### src/rtl/lpc_pkg.sv
// Shared constants and FSM state type for the LPC residue coding path.
package lpc_pkg;

    localparam int unsigned N_SAMPLES = 256;
    localparam int unsigned ADDR_W    = 8;
    localparam int unsigned DATA_W    = 16;
    localparam int unsigned WORD_W    = 32;
    localparam int unsigned ESC_Q     = 16;

    typedef enum logic [2:0] {
        StIdle,
        StFetch,
        StCode,
        StEmit,
        StFlush,
        StDone
    } rice_state_t;

endpackage

### src/rtl/rice_code_gen.sv
// Combinational zigzag map plus Rice/escape code former; code is right-aligned in 32 bits.
module rice_code_gen
    import lpc_pkg::*;
(
    input  logic [DATA_W-1:0] residue,
    input  logic [3:0]        k,
    output logic [31:0]       code,
    output logic [5:0]        len
);

    logic [15:0] u;
    logic [15:0] q;
    logic [31:0] ones;
    logic [31:0] low;

    always_comb begin
        u    = {residue[14:0], 1'b0} ^ {16{residue[15]}};
        q    = u >> k;
        ones = ((32'd1 << q[3:0]) - 32'd1) << ({1'b0, k} + 5'd1);
        low  = {16'd0, u} & ((32'd1 << k) - 32'd1);
        if (q >= 16'(ESC_Q)) begin
            // Escape: ESC_Q ones followed by the raw mapped value
            code = {16'hFFFF, u};
            len  = 6'd32;
        end else begin
            code = ones | low;
            len  = {2'b00, q[3:0]} + 6'd1 + {2'b00, k};
        end
    end

endmodule

### src/rtl/rice_encoder.sv
// Reads a residue frame, Rice-codes each sample and packs codes MSB-first into 32-bit words.
module rice_encoder
    import lpc_pkg::*;
(
    input  logic              clk,
    input  logic              reset,
    input  logic              start,
    input  logic [3:0]        rice_k,
    output logic              ready,
    output logic [ADDR_W-1:0] residue_raddr,
    input  logic [DATA_W-1:0] residue_r,
    output logic [WORD_W-1:0] out_data,
    output logic              out_valid,
    input  logic              out_ready,
    output logic              out_last,
    output logic [13:0]       bit_count
);

    rice_state_t       state_q, state_d;
    logic [3:0]        k_q, k_d;
    logic [ADDR_W-1:0] raddr_q, raddr_d;
    logic [63:0]       buf_q, buf_d;
    logic [6:0]        fill_q, fill_d;
    logic [13:0]       bits_q, bits_d;

    logic [31:0] code;
    logic [5:0]  len;
    logic        last_sample;
    logic [63:0] appended;
    logic [6:0]  fill_app;
    logic [6:0]  fill_rem;

    rice_code_gen u_code_gen (
        .residue (residue_r),
        .k       (k_q),
        .code    (code),
        .len     (len)
    );

    always_ff @(posedge clk or posedge reset) begin
        if (reset) begin
            state_q <= StIdle;
            k_q     <= '0;
            raddr_q <= '0;
            buf_q   <= '0;
            fill_q  <= '0;
            bits_q  <= '0;
        end else begin
            state_q <= state_d;
            k_q     <= k_d;
            raddr_q <= raddr_d;
            buf_q   <= buf_d;
            fill_q  <= fill_d;
            bits_q  <= bits_d;
        end
    end

    always_comb begin
        last_sample = (raddr_q == ADDR_W'(N_SAMPLES - 1));
        // fill < 32 whenever a code is appended, so the shift never goes negative
        appended    = buf_q | ({32'd0, code} << (7'd64 - fill_q - {1'b0, len}));
        fill_app    = fill_q + {1'b0, len};
        fill_rem    = fill_q - 7'd32;

        state_d = state_q;
        k_d     = k_q;
        raddr_d = raddr_q;
        buf_d   = buf_q;
        fill_d  = fill_q;
        bits_d  = bits_q;

        unique case (state_q)
            StIdle: begin
                if (start) begin
                    k_d     = rice_k;
                    raddr_d = '0;
                    bits_d  = '0;
                    buf_d   = '0;
                    fill_d  = '0;
                    state_d = StFetch;
                end
            end
            StFetch: state_d = StCode;
            StCode: begin
                buf_d  = appended;
                fill_d = fill_app;
                bits_d = bits_q + 14'(len);
                if (fill_app >= 7'd32) begin
                    state_d = StEmit;
                end else if (last_sample) begin
                    state_d = (fill_app != 7'd0) ? StFlush : StDone;
                end else begin
                    raddr_d = raddr_q + 1'b1;
                    state_d = StFetch;
                end
            end
            StEmit: begin
                if (out_ready) begin
                    buf_d  = buf_q << 32;
                    fill_d = fill_rem;
                    if (last_sample) begin
                        state_d = (fill_rem != 7'd0) ? StFlush : StDone;
                    end else begin
                        raddr_d = raddr_q + 1'b1;
                        state_d = StFetch;
                    end
                end
            end
            StFlush: begin
                if (out_ready) begin
                    buf_d   = '0;
                    fill_d  = '0;
                    state_d = StDone;
                end
            end
            StDone:  state_d = StIdle;
            default: state_d = StIdle;
        endcase
    end

    always_comb begin
        ready         = (state_q == StIdle);
        out_valid     = (state_q == StEmit) || (state_q == StFlush);
        out_data      = buf_q[63:32];
        out_last      = ((state_q == StEmit) && last_sample && (fill_rem == 7'd0)) ||
                        (state_q == StFlush);
        residue_raddr = raddr_q;
        bit_count     = bits_q;
    end

endmodule

### config.mk
export PLATFORM = sky130hd
export DESIGN_NAME = rice_encoder
export DESIGN_NICKNAME = d
export VERILOG_FILES = /design/src/rtl/lpc_pkg.sv /design/src/rtl/rice_code_gen.sv /design/src/rtl/rice_encoder.sv
export SDC_FILE = /design/constraint.sdc
export NUM_CORES = 1
export LEC_CHECK = 0
export BUFFER_PORTS_ARGS = -buffer_cell sky130_fd_sc_hd__clkbuf_2
export CAP_MARGIN = 40
export CORE_ASPECT_RATIO = 1.5
export CORE_MARGIN = 5
export CORE_UTILIZATION = 30
export CTS_CLUSTER_DIAMETER = 80
export CTS_CLUSTER_SIZE = 16
export DETAILED_ROUTE_END_ITERATION = 12
export GPL_ROUTABILITY_DRIVEN = 1
export PLACE_DENSITY_LB_ADDON = 0.1
export SYNTH_ARGS = -nofsm -noshare
export SYNTH_HDL_FRONTEND = slang
export SYNTH_SLANG_ARGS = --single-unit
export TNS_END_PERCENT = 50
### constraint.sdc
create_clock -name clk -period 9.55 [get_ports clk]
set_input_delay 1.91 -clock clk [delete_from_list [all_inputs] [get_ports clk]]
set_output_delay 1.91 -clock clk [all_outputs]
set_load 0.01 [all_outputs]
# [Word-level counts from Yosys, hierarchy flattened]
# Cells that the tools add are included.
[word_totals] reg_bits=100 input_bits=24 out_inout_bits=57 word_cells=79
[classes] addsub=11 magnitude_cmp=2 eq_ne=9 n_shift=5 muxes=26 bitwise_logic=4 reduce_logical=16
[ops] operator="case mux 64 bit (4 select lines)" n=1
[ops] operator="two-way mux 64 bit" n=3
[ops] operator="OR 64 bit" n=1
[ops] operator="<< shifter 1 x 4 -> 32 bit, first input constant" n=2
[ops] operator="<< shifter 32 x 7 -> 64 bit" n=1
[ops] operator="subtractor 32 x 1 -> 32 bit, second input constant" n=2
[ops] operator="AND 16 x 32 -> 32 bit" n=1
[ops] operator="two-way mux 32 bit" n=1
[ops] operator="two-way mux 8 bit" n=4
[ops] operator="OR 32 bit" n=1
[ops] operator="<< shifter 32 x 5 -> 32 bit" n=1
[ops] operator="case mux 14 bit (2 select lines)" n=1
[ops] operator="case mux 7 bit (4 select lines)" n=1
[ops] operator="case mux 8 bit (3 select lines)" n=1
[ops] operator="two-way mux 7 bit" n=3
[ops] operator="two-way mux 3 bit" n=6
[ops] operator="greater-or-equal comparator 16 x 5 -> 1 bit, second input constant" n=1
[ops] operator="right shift 16 x 4 -> 16 bit" n=1
[ops] operator="XOR 16 bit" n=1
[ops] operator="case mux 3 bit (5 select lines)" n=1
[ops] operator="adder 14 x 6 -> 14 bit" n=1
[ops] operator="two-way mux 14 bit" n=1
[ops] operator="nonzero test 7 bit" n=2
[ops] operator="adder 4 x 1 -> 5 bit, second input constant" n=2
[ops] operator="24 further kinds" n=33

# [Longest topological paths before layout]
# Gate-level depths: netlist of the first run.
[logic_depth] ltp_word=11 depth_mapped=35 depth_no_buf=29

# [By module]
# A second synthesis of the first run with hierarchy kept.
[hier_totals] hier_cells=1436 area_unflattened_um2=11872.6
[by_module_without_submodules] module="rice_encoder" instances=1 cells_per_inst=875 area_each_um2=7975.1 seq_area_each_um2=2502.4
[by_module_without_submodules] module="rice_code_gen" instances=1 cells_per_inst=561 area_each_um2=3897.5 seq_area_each_um2=0.0

# [Least setup slack after synthesis of the first run]
# Ideal clock, no wire load.
[synth_timing] path_type="input port to flip-flop" start="input residue_r[15]" end="register buf_q[14]" setup_ps=78 t_arrival_ps=7590 t_required_ps=9472 slack_ps=1881 path_stages=26 path_buffers=4 path_cell_list="buf_2 -> buf_2 -> buf_1 -> buf_1 -> xnor2_1 -> nor2_1 -> a21oi_1 -> inv_1 -> ha_1 -> ha_1 -> inv_1 -> ha_1 -> a21oi_1 -> xnor2_1 -> nand2_1 -> ha_1 -> ha_1 -> a21oi_1 -> o21bai_1 -> a21oi_1 -> xnor2_1 -> nor2_1 -> nand2_1 -> nor2_1 -> o21ai_0 -> a21oi_1"
[synth_between] elab_chain_cells=10 elab_cells_between_ends=16 cone_classes="add/sub: 4; order compare: 1; shift: 4; mux: 3; bitwise: 4"
[synth_lines] element="start, declared" line="rice_encoder.sv:11" source="input logic [DATA_W-1:0] residue_r,"
[synth_lines] element="XOR 16 bit (*)" line="rice_code_gen.sv:17" source="u = {residue[14:0], 1'b0} ^ {16{residue[15]}};"
[synth_lines] element="right shift 16 x 4 -> 16 bit" line="rice_code_gen.sv:18" source="q = u >> k;"
[synth_lines] element="<< shifter 1 x 4 -> 32 bit" line="rice_code_gen.sv:19" source="ones = ((32'd1 << q[3:0]) - 32'd1) << ({1'b0, k} + 5'd1);"
[synth_lines] element="subtractor 32 x 1 -> 32 bit" line="rice_code_gen.sv:19"
[synth_lines] element="<< shifter 32 x 5 -> 32 bit" line="rice_code_gen.sv:19"
[synth_lines] element="OR 32 bit" line="rice_code_gen.sv:26" source="code = ones | low;"
[synth_lines] element="two-way mux 32 bit" line="rice_code_gen.sv:21" source="if (q >= 16'(ESC_Q)) begin"
[synth_lines] element="<< shifter 32 x 7 -> 64 bit (*)" line="rice_encoder.sv:61" source="appended = buf_q | ({32'd0, code} << (7'd64 - fill_q - {1'b0, len}));"
[synth_lines] element="OR 64 bit (*)" line="rice_encoder.sv:61"
[synth_lines] element="case mux 64 bit (4 select lines) (*)" line="rice_encoder.sv:72" source="unique case (state_q)"
[synth_lines] element="end signal, assigned" line="rice_encoder.sv:52" source="buf_q <= buf_d;"
[synth_lines] element="end, declared" line="rice_encoder.sv:22" source="logic [63:0] buf_q, buf_d;"
# Mark *: on every way between the ends. The rest lies on a longest branch, timed or not.
# A chain may end at the register's enable or synchronous reset.

# [Worst setup path in the final report of the first run]
[layout_timing] start="input residue_r[15]" end="register buf_q[20]"
# The elaborated chain is that of the path after synthesis.

==> results of run 1 <==
==> critical path: stages <==
cell and delay, ps:
clkbuf_2 440, or3b_2 530, mux2i_1 170, nor4_1 100, a21oi_1 430, inv_1 130, ha_1 340, ha_1 370
inv_1 50, ha_1 310, a21oi_1 220, xnor2_1 140, nand2_1 100, ha_1 360, ha_1 430, a21oi_1 420
o21bai_1 120, a21oi_1 260, xnor2_1 270, nor2_1 210, nand2_1 410, nor2_1 480, buf_4 260, o211ai_1 110
a21oi_1 180
==> logic make-up (layout without fill, tap and decap cells) <==
kind of cell    Yosys count  count (layout)
fa+ha+maj                47              47
xor+xnor                 53              53
compound gates          708             708
simple gates            623             623
mux                      85              85
flops                   100             100
buf+inv                 213             235
==> per-layer routing <==
metal | wire length [um] | GRT usage (%)
met2 | 32600 | 46.5
met4 | 5640 | 18.6
met1 | 23800 | 28.4
met3 | 2970 | 2.51
met5 | 0 | 0
==> cells in the final DEF, fill, tap and decap left out, drive strengths merged, types with 42 or more instances in the layout <==
cell type  instances
o21ai            138
a21oi            138
mux2i             63
inv               47
buf               87
nand3             71
nor2             193
nand2            160
a31oi             54
clkbuf            90
dfrtp            100
nor3              45
o211ai            43
ha                42
==> stage by stage <==
stage          area, um2  utilization, %
2_1_floorplan      13300               -
3_3_place_gp       14400            32.7
3_5_place_dp       14500            32.9
4_1_cts            14800            33.6
5_1_grt            14800            33.6
6_report           14800            33.6
==> sequential cells by signal, summed over array words and instances (netlist names) <==
signal         count
residue_raddr      8
bit_count         14
k_q                4
state_q            3
fill_q             7
buf_q             64
==> cell type report <==
class / count / area [um2]
multi-input cells: 1516 / 9960
flip-flops and latches: 100 / 2500
well taps: 576 / 721
clock buffers: 10 / 229
inverters: 51 / 194
clock inverters: 6 / 88.8
fillers: 4838 / 29200
repair buffers: 168 / 1090
==> final timing paths <==
path	from	to	slack [ps]	depth (start not counted)
setup / recovery	residue_r[15]	buf_q[20]	1080	25
hold / removal	buf_q[24]	buf_q[24]	480	2
setup reg to reg	k_q[0]	buf_q[20]	2070	26
hold reg to reg	buf_q[24]	buf_q[24]	480	2
max in group asynchronous	reset	buf_q[4]	7020	4
min in group asynchronous	reset	bit_count[12]	1550	2
==> impl_metrics.toml, run 1 <==
[synth]
synth_cell_types = 85
yosysWarnings = 0
syn_avg_cell_area_um2 = 7.29
synth_adder_area_share_pct = 4.69
synth_edf_count = 0
synth-xor-area-share_pct = 3.48
ys_seq_elements = 100
synth_flop_cell = "dfrtp_1"
synth_top_area_share_pct = 18.8
synthesis.nets = 1900
synth_seq_area_share_pct = 18.8
synth_simple_gate_area_share_pct = 22.2
synth_top_cell_by_area = "dfrtp_1"
synth_most_common_cell = "nor2_1"
netlist_area_um2 = 13300
async_flop_share_pct = 100
synth-compound-area-share_pct = 36.1
synth_mux_area_share_pct = 7.72
synth_top_family_by_area = "compound AO/OA/AOI/OAI gates"
ys_top_cells_by_count = "193 x nor2_1, 160 x nand2_1, 138 x a21oi_1"
netlist_top_cells_area = "dfrtp_1 19%, nor2_1 5.4%, a21oi_1 5.2%"
syn_inst = 1829

[layout]
fin_nets = 1917
antennaDiodeCount = 0
final_cells = 2427
final_layout_size_suffix_gt1_share_pct = 14.0
syn_to_final_growth_pct = 10.9

[critical_path]
crit_arrival_ps = 8760
crit_fanout = 25
crit_required_ps = 9850
worstSetupPathType = "input pin to flip-flop"
crit_path_start_kind = "input pin"
endpoint_kind = "flip-flop"

[min_path]
min_path_type = "flip-flop to flip-flop"

[sta]
fin_crit_ps = 8470
relSlewSlack_pct = 38.9
finalWorstSetupSlack_ps = 1080
worst_pin_slew_ps = 904
setup_violations = 0
fin_crit_sh_pct = 88.6
hold_ws_ps = 481
hold_viol_final = 0
finalSetupTns_ps = 0
skew_ps = 12.8
max_freq_ghz = 0.118
grt_setup_unrepaired = "false"
slew_viol_final = 0

[grt]
grt_start_max_net_pins = 60
grt_pass1_vias = 15200
grt.overflow.total = 0
antenna_found_initial = 0
grt_first_pass_wirelength_um = 98000
grt_usage_pct = 25.9

[cts]
cts_hold_buf = 0
cts_buffer_depth = 2
root_buffer = "clkbuf_16"
post_cts_resized = 0
cts_made_buffers = 9
clock_latency_ps = 370
clk_pin_slew_ps = 80
post-cts-setup-buffers = 0
h-tree-depth = 3
cts.sinks = 100
cts_tree = "yes"

[floorplan]
die_area_um2 = 48800
io-pin-count = 81
dieWidth_um = 182
coreArea_um2 = 44000
die_y_um = 268
num_rows = 94
initial_core_util_pct = 30.3

[placement]
dpl.cell_count = 2410
portBuffers = 80
gp_congestion = 0.983
dpl_worst_slack_ps = 847
post-dp-hpwl_um = 50700

[detailed_routing]
wl_per_cell_um = 26.8
drc = 0
dr.pass1.iters = 6
drtIter0Drc = 1420
vias = 15600
ant_nets = 0
avgViaCountPerCell = 6.42
wl_um = 65100

[run]
max_cap_violations = 0

[status]
status = "finished clean"
Power of run 1 is left out: the tool's default activity adds up to more than one toggle a clock period on the data nets, which glitch-free logic cannot reach.
==> run 2, diff against run 1 <==
--- a/config.mk
+++ b/config.mk
@@ -8,7 +8,6 @@
 export BUFFER_PORTS_ARGS = -buffer_cell sky130_fd_sc_hd__clkbuf_2
 export CAP_MARGIN = 40
 export CORE_ASPECT_RATIO = 1.5
-export CORE_MARGIN = 5
 export CORE_UTILIZATION = 30
 export CTS_CLUSTER_DIAMETER = 80
 export CTS_CLUSTER_SIZE = 16
==> impl_metrics.toml, run 2 (synthesis results as in run 1) <==
[status]
status = "finished clean"

[grt]
antenna_found_initial = 0
grt_usage_pct = 28.0
grt_first_pass_wirelength_um = 96400
grt_pass1_vias = 15300
grt.overflow.total = 0
grt_start_max_net_pins = 53

[cts]
h-tree-depth = 3
clock_latency_ps = 380
cts_made_buffers = 9
root_buffer = "clkbuf_16"
clk_pin_slew_ps = 70
cts_buffer_depth = 2
cts.sinks = 100
cts_tree = "yes"
post_cts_resized = 0
cts_hold_buf = 0
post-cts-setup-buffers = 0

[sta]
hold_viol_final = 0
skew_ps = 16.2
worst_pin_slew_ps = 968
fin_crit_ps = 8360
max_freq_ghz = 0.120
slew_viol_final = 0
fin_crit_sh_pct = 87.5
relSlewSlack_pct = 35.5
grt_setup_unrepaired = "false"
setup_violations = 0
finalSetupTns_ps = 0

[min_path]
min_from = "buf_q[29]"
min_delay_path_depth = 2
min_path_type = "flip-flop to flip-flop"
hold_end = "buf_q[29]"

[critical_path]
cp_slowest_stage_delay_ps = 630
worstSetupPathType = "input pin to flip-flop"
regToRegSetupSlack_ps = 2230
crit_path_start_kind = "input pin"
crit_fanout = 33
crit_arrival_ps = 8650
endpoint_kind = "flip-flop"
crit_family = "compound AO/OA/AOI/OAI gates"
r2r_end = "buf_q[56]"
crit_chain = "clkbuf_2 -> xnor2_1 -> o22ai_1 -> o221a_2 -> a21oi_1 -> inv_1 -> ha_1 -> ha_1 -> nor4_1 -> nand2b_1 -> nor4_1 -> a311o_1 -> a31oi_1 -> buf_4 -> nand3_1 -> a221oi_1 -> a31oi_1 -> nand3_1 -> o211ai_1 -> mux4_2 -> mux2_4 -> a221oi_2"
slowest_stage = "nor4_1"
reg2reg_depth = 21
worst-path-buf-inv = 3
path_depth = 22
rr_startpoint = "k_q[0]"
crit_required_ps = 9830

[detailed_routing]
drc = 0
avgViaCountPerCell = 6.39
dr.pass1.iters = 5
vias = 15500
drtIter0Drc = 1379
ant_nets = 0
wl_per_cell_um = 26.4
wl_um = 63800

[layout]
syn_to_final_growth_pct = 10.6
mostFrequentLayoutCells = "191 x nor2_1, 160 x nand2_1, 138 x a21oi_1"
fin_nets = 1911
regMostFlops = "buf_q"
antennaDiodeCount = 0
largest_register_ffs = 64
final_common_cell = "nor2_1"
final_layout_size_suffix_gt1_share_pct = 13.8

[placement]
portBuffers = 80
gp_congestion = 0.968
post-dp-hpwl_um = 49300

[floorplan]
initial_core_util_pct = 30.4
num_rows = 94
die_area_um2 = 45300
die_y_um = 260
io-pin-count = 81
dieWidth_um = 174
coreArea_um2 = 43900

[run]
max_cap_violations = 0
## run 2: cell types whose count changed in the layout (fill, tap and decap cells not counted)
cell | previous run | this run
clkdlybuf4s15_2 | 1 | 0
clkbuf_8 | 0 | 2
bufinv_16 | 2 | 1
buf_1 | 1 | 0
buf_12 | 1 | 2
inv_6 | 0 | 1
clkinvlp_4 | 2 | 1
buf_4 | 82 | 76
clkinv_2 | 1 | 0
buf_2 | 2 | 3
## run 2: worst max-delay path by stage
stage	startpoint	end	slack [ps]
after floorplan	residue_r[15]	buf_q[14]	1880
after global routing	residue_r[15]	buf_q[33]	790
final	residue_r[15]	buf_q[56]	1190
after detailed placement	residue_r[15]	buf_q[56]	1000
after CTS	residue_r[15]	buf_q[39]	1370
after global placement	residue_r[15]	buf_q[33]	1040
## run 2: worst register-to-register path, stage by stage, from the launching register on
cell	delay, ps
dfrtp_2	730
buf_4	620
nand2b_1	180
o221a_2	350
a21oi_1	320
inv_1	110
ha_1	300
ha_1	390
nor4_1	630
nand2b_1	190
nor4_1	80
a311o_1	400
a31oi_1	270
buf_4	180
nand3_1	270
a221oi_1	530
a31oi_1	220
nand3_1	130
o211ai_1	220
mux4_2	560
mux2_4	290
a221oi_2	230
## run 2: layout make-up
| class | count | area [um2] |
|---|---|---|
| tap | 576 | 721 |
| timing repair buffer | 162 | 1050 |
| inverter | 51 | 194 |
| clock inverter | 4 | 55.1 |
| fill | 4780 | 29100 |
| clock buffer | 12 | 256 |
| sequential | 100 | 2500 |
| multi-input combinational | 1516 | 9960 |
## run 2: per-layer routing
layer  part of all wire, %  track usage (%)  vias up  wire length [um]
met1                    36             30.2     7488             23300
met3                   4.8             2.51      258              3040
li1                      -                -     6993                 -
met5                     0                0        -                 0
met4                   9.2             23.1        0              5870
met2                    50             49.9      732             31700
## run 2: stage by stage
step	hold slack [ps]	setup slack (ps)	area, um2	util, %	instances
5_1_grt	508	792	14700	33.6	2421
6_report	483	1190	14700	33.6	2421
3_3_place_gp	464	1040	14400	32.8	2398
3_5_place_dp	462	1000	14400	32.9	2404
2_1_floorplan	441	1880	13300	-	1829
4_1_cts	481	1370	14700	33.6	2420
Power of run 2 is left out for the same reason.
==> run 3, diff against run 2 <==
--- a/config.mk
+++ b/config.mk
@@ -13,7 +13,9 @@
 export CTS_CLUSTER_SIZE = 16
 export DETAILED_ROUTE_END_ITERATION = 12
 export GPL_ROUTABILITY_DRIVEN = 1
+export MAX_ROUTING_LAYER = met4
 export PLACE_DENSITY_LB_ADDON = 0.1
+export SLEW_MARGIN = 30
 export SYNTH_ARGS = -nofsm -noshare
 export SYNTH_HDL_FRONTEND = slang
 export SYNTH_SLANG_ARGS = --single-unit
==> impl_metrics.toml, run 3 (synthesis results as in run 1) <==
[min_path]
min_delay_path_depth = 2
min_from = "buf_q[27]"
min_path_type = "flip-flop to flip-flop"
hold_end = "buf_q[27]"

[detailed_routing]
ant_nets = 0
wl_per_cell_um = 26.7
dr.pass1.iters = 6
vias = 15600
drc = 0
wl_um = 64900
avgViaCountPerCell = 6.40
drtIter0Drc = 1461

[critical_path]
reg2reg_depth = 24
crit_required_ps = 9850
crit_path_start_kind = "input pin"
r2r_end = "buf_q[14]"
endpoint_kind = "flip-flop"
crit_fanout = 33
crit_arrival_ps = 8670
worstSetupPathType = "input pin to flip-flop"
cp-startpoint = "residue_r[15]"
regToRegSetupSlack_ps = 2060
rr_startpoint = "k_q[0]"

[sta]
max_freq_ghz = 0.119
setup_violations = 0
grt_setup_unrepaired = "false"
worst_pin_slew_ps = 915
fin_crit_sh_pct = 87.6
skew_ps = 9.62
finalSetupTns_ps = 0
hold_viol_final = 0
hold_ws_ps = 482
slew_viol_final = 0
relSlewSlack_pct = 39.0
fin_crit_ps = 8370

[layout]
final_common_cell = "nor2_1"
final_util_pct = 33.8
regArea_um2 = 2500
fin_nets = 1921
final_area_um2 = 14800
syn_to_final_growth_pct = 11.2
regMostFlops = "buf_q"
final_layout_size_suffix_gt1_share_pct = 14.4
antennaDiodeCount = 0
largest_register_ffs = 64
nFillCells = 4773
mostFrequentLayoutCells = "191 x nor2_1, 160 x nand2_1, 138 x a21oi_1"
multi_input_area_um2 = 9980

[placement]
gp_congestion = 0.987
post-dp-hpwl_um = 49900
place_area_um2 = 14500
portBuffers = 80

[floorplan]
initial_core_util_pct = 30.4
io-pin-count = 81
coreArea_um2 = 43900
dieWidth_um = 174
die_area_um2 = 45300
die_y_um = 260
num_rows = 94

[cts]
cts_tree = "yes"
cts_made_buffers = 9
post_cts_resized = 0
clk_pin_slew_ps = 70
root_buffer = "clkbuf_16"
h-tree-depth = 3
clock_latency_ps = 380
cts.sinks = 100
cts_buffer_depth = 2
post-cts-setup-buffers = 0
cts_hold_buf = 0

[run]
max_cap_violations = 0

[grt]
antenna_found_initial = 0
grt_start_max_net_pins = 58
grt_first_pass_wirelength_um = 97400
grt_pass1_vias = 15100
grt_usage_pct = 29.3
grt.overflow.total = 0

[status]
status = "finished clean"
## run 3: cell type report
type	instances	share of cell area, %
sequential	100	16.9
inverter	51	1.31
clock buffer	11	1.71
clock inverter	5	0.405
multi-input combinational	1516	67.3
timing repair buffer	172	7.50
tap	576	4.86
## run 3: critical path, cell delays in order
cell	delay, ps
clkbuf_2	490
or3b_2	530
mux2i_1	140
nor4_1	90
a21oi_1	400
inv_1	120
ha_1	320
ha_1	370
inv_1	50
ha_1	310
a21oi_1	220
xnor2_1	140
nand2_1	100
ha_1	350
ha_1	430
a21oi_1	440
o21bai_1	120
a21oi_1	270
xnor2_1	300
nor2_1	370
nand2_1	120
nor2_1	470
buf_4	300
o21ai_0	130
a21oi_1	160
## run 3: metal layers
metal | track usage (%) | up-vias | share of wire [%]
met3 | 3.22 | 264 | 4.6
met2 | 49.8 | 755 | 50
li1 | - | 7005 | -
met1 | 30.8 | 7537 | 37
met4 | 23.7 | 0 | 8.8
met5 | - | - | 0
## run 3: worst max-delay path by stage
stage | endpoint | slack (ps) | cells after the start
2_1_floorplan | buf_q[14] | 1880 | 26
3_3_place_gp | buf_q[46] | 670 | 23
3_5_place_dp | buf_q[33] | 860 | 18
4_1_cts | buf_q[7] | 1230 | 25
5_1_grt | buf_q[33] | 730 | 24
6_report | buf_q[14] | 1180 | 25
## run 3: metrics by stage
step / std cells / setup slack [ps]
after floorplan: 1829 / 1880
after global placement: 2403 / 673
after global routing: 2431 / 731
final: 2431 / 1180
after CTS: 2425 / 1230
after detailed placement: 2409 / 863
Power of run 3 is left out for the same reason.
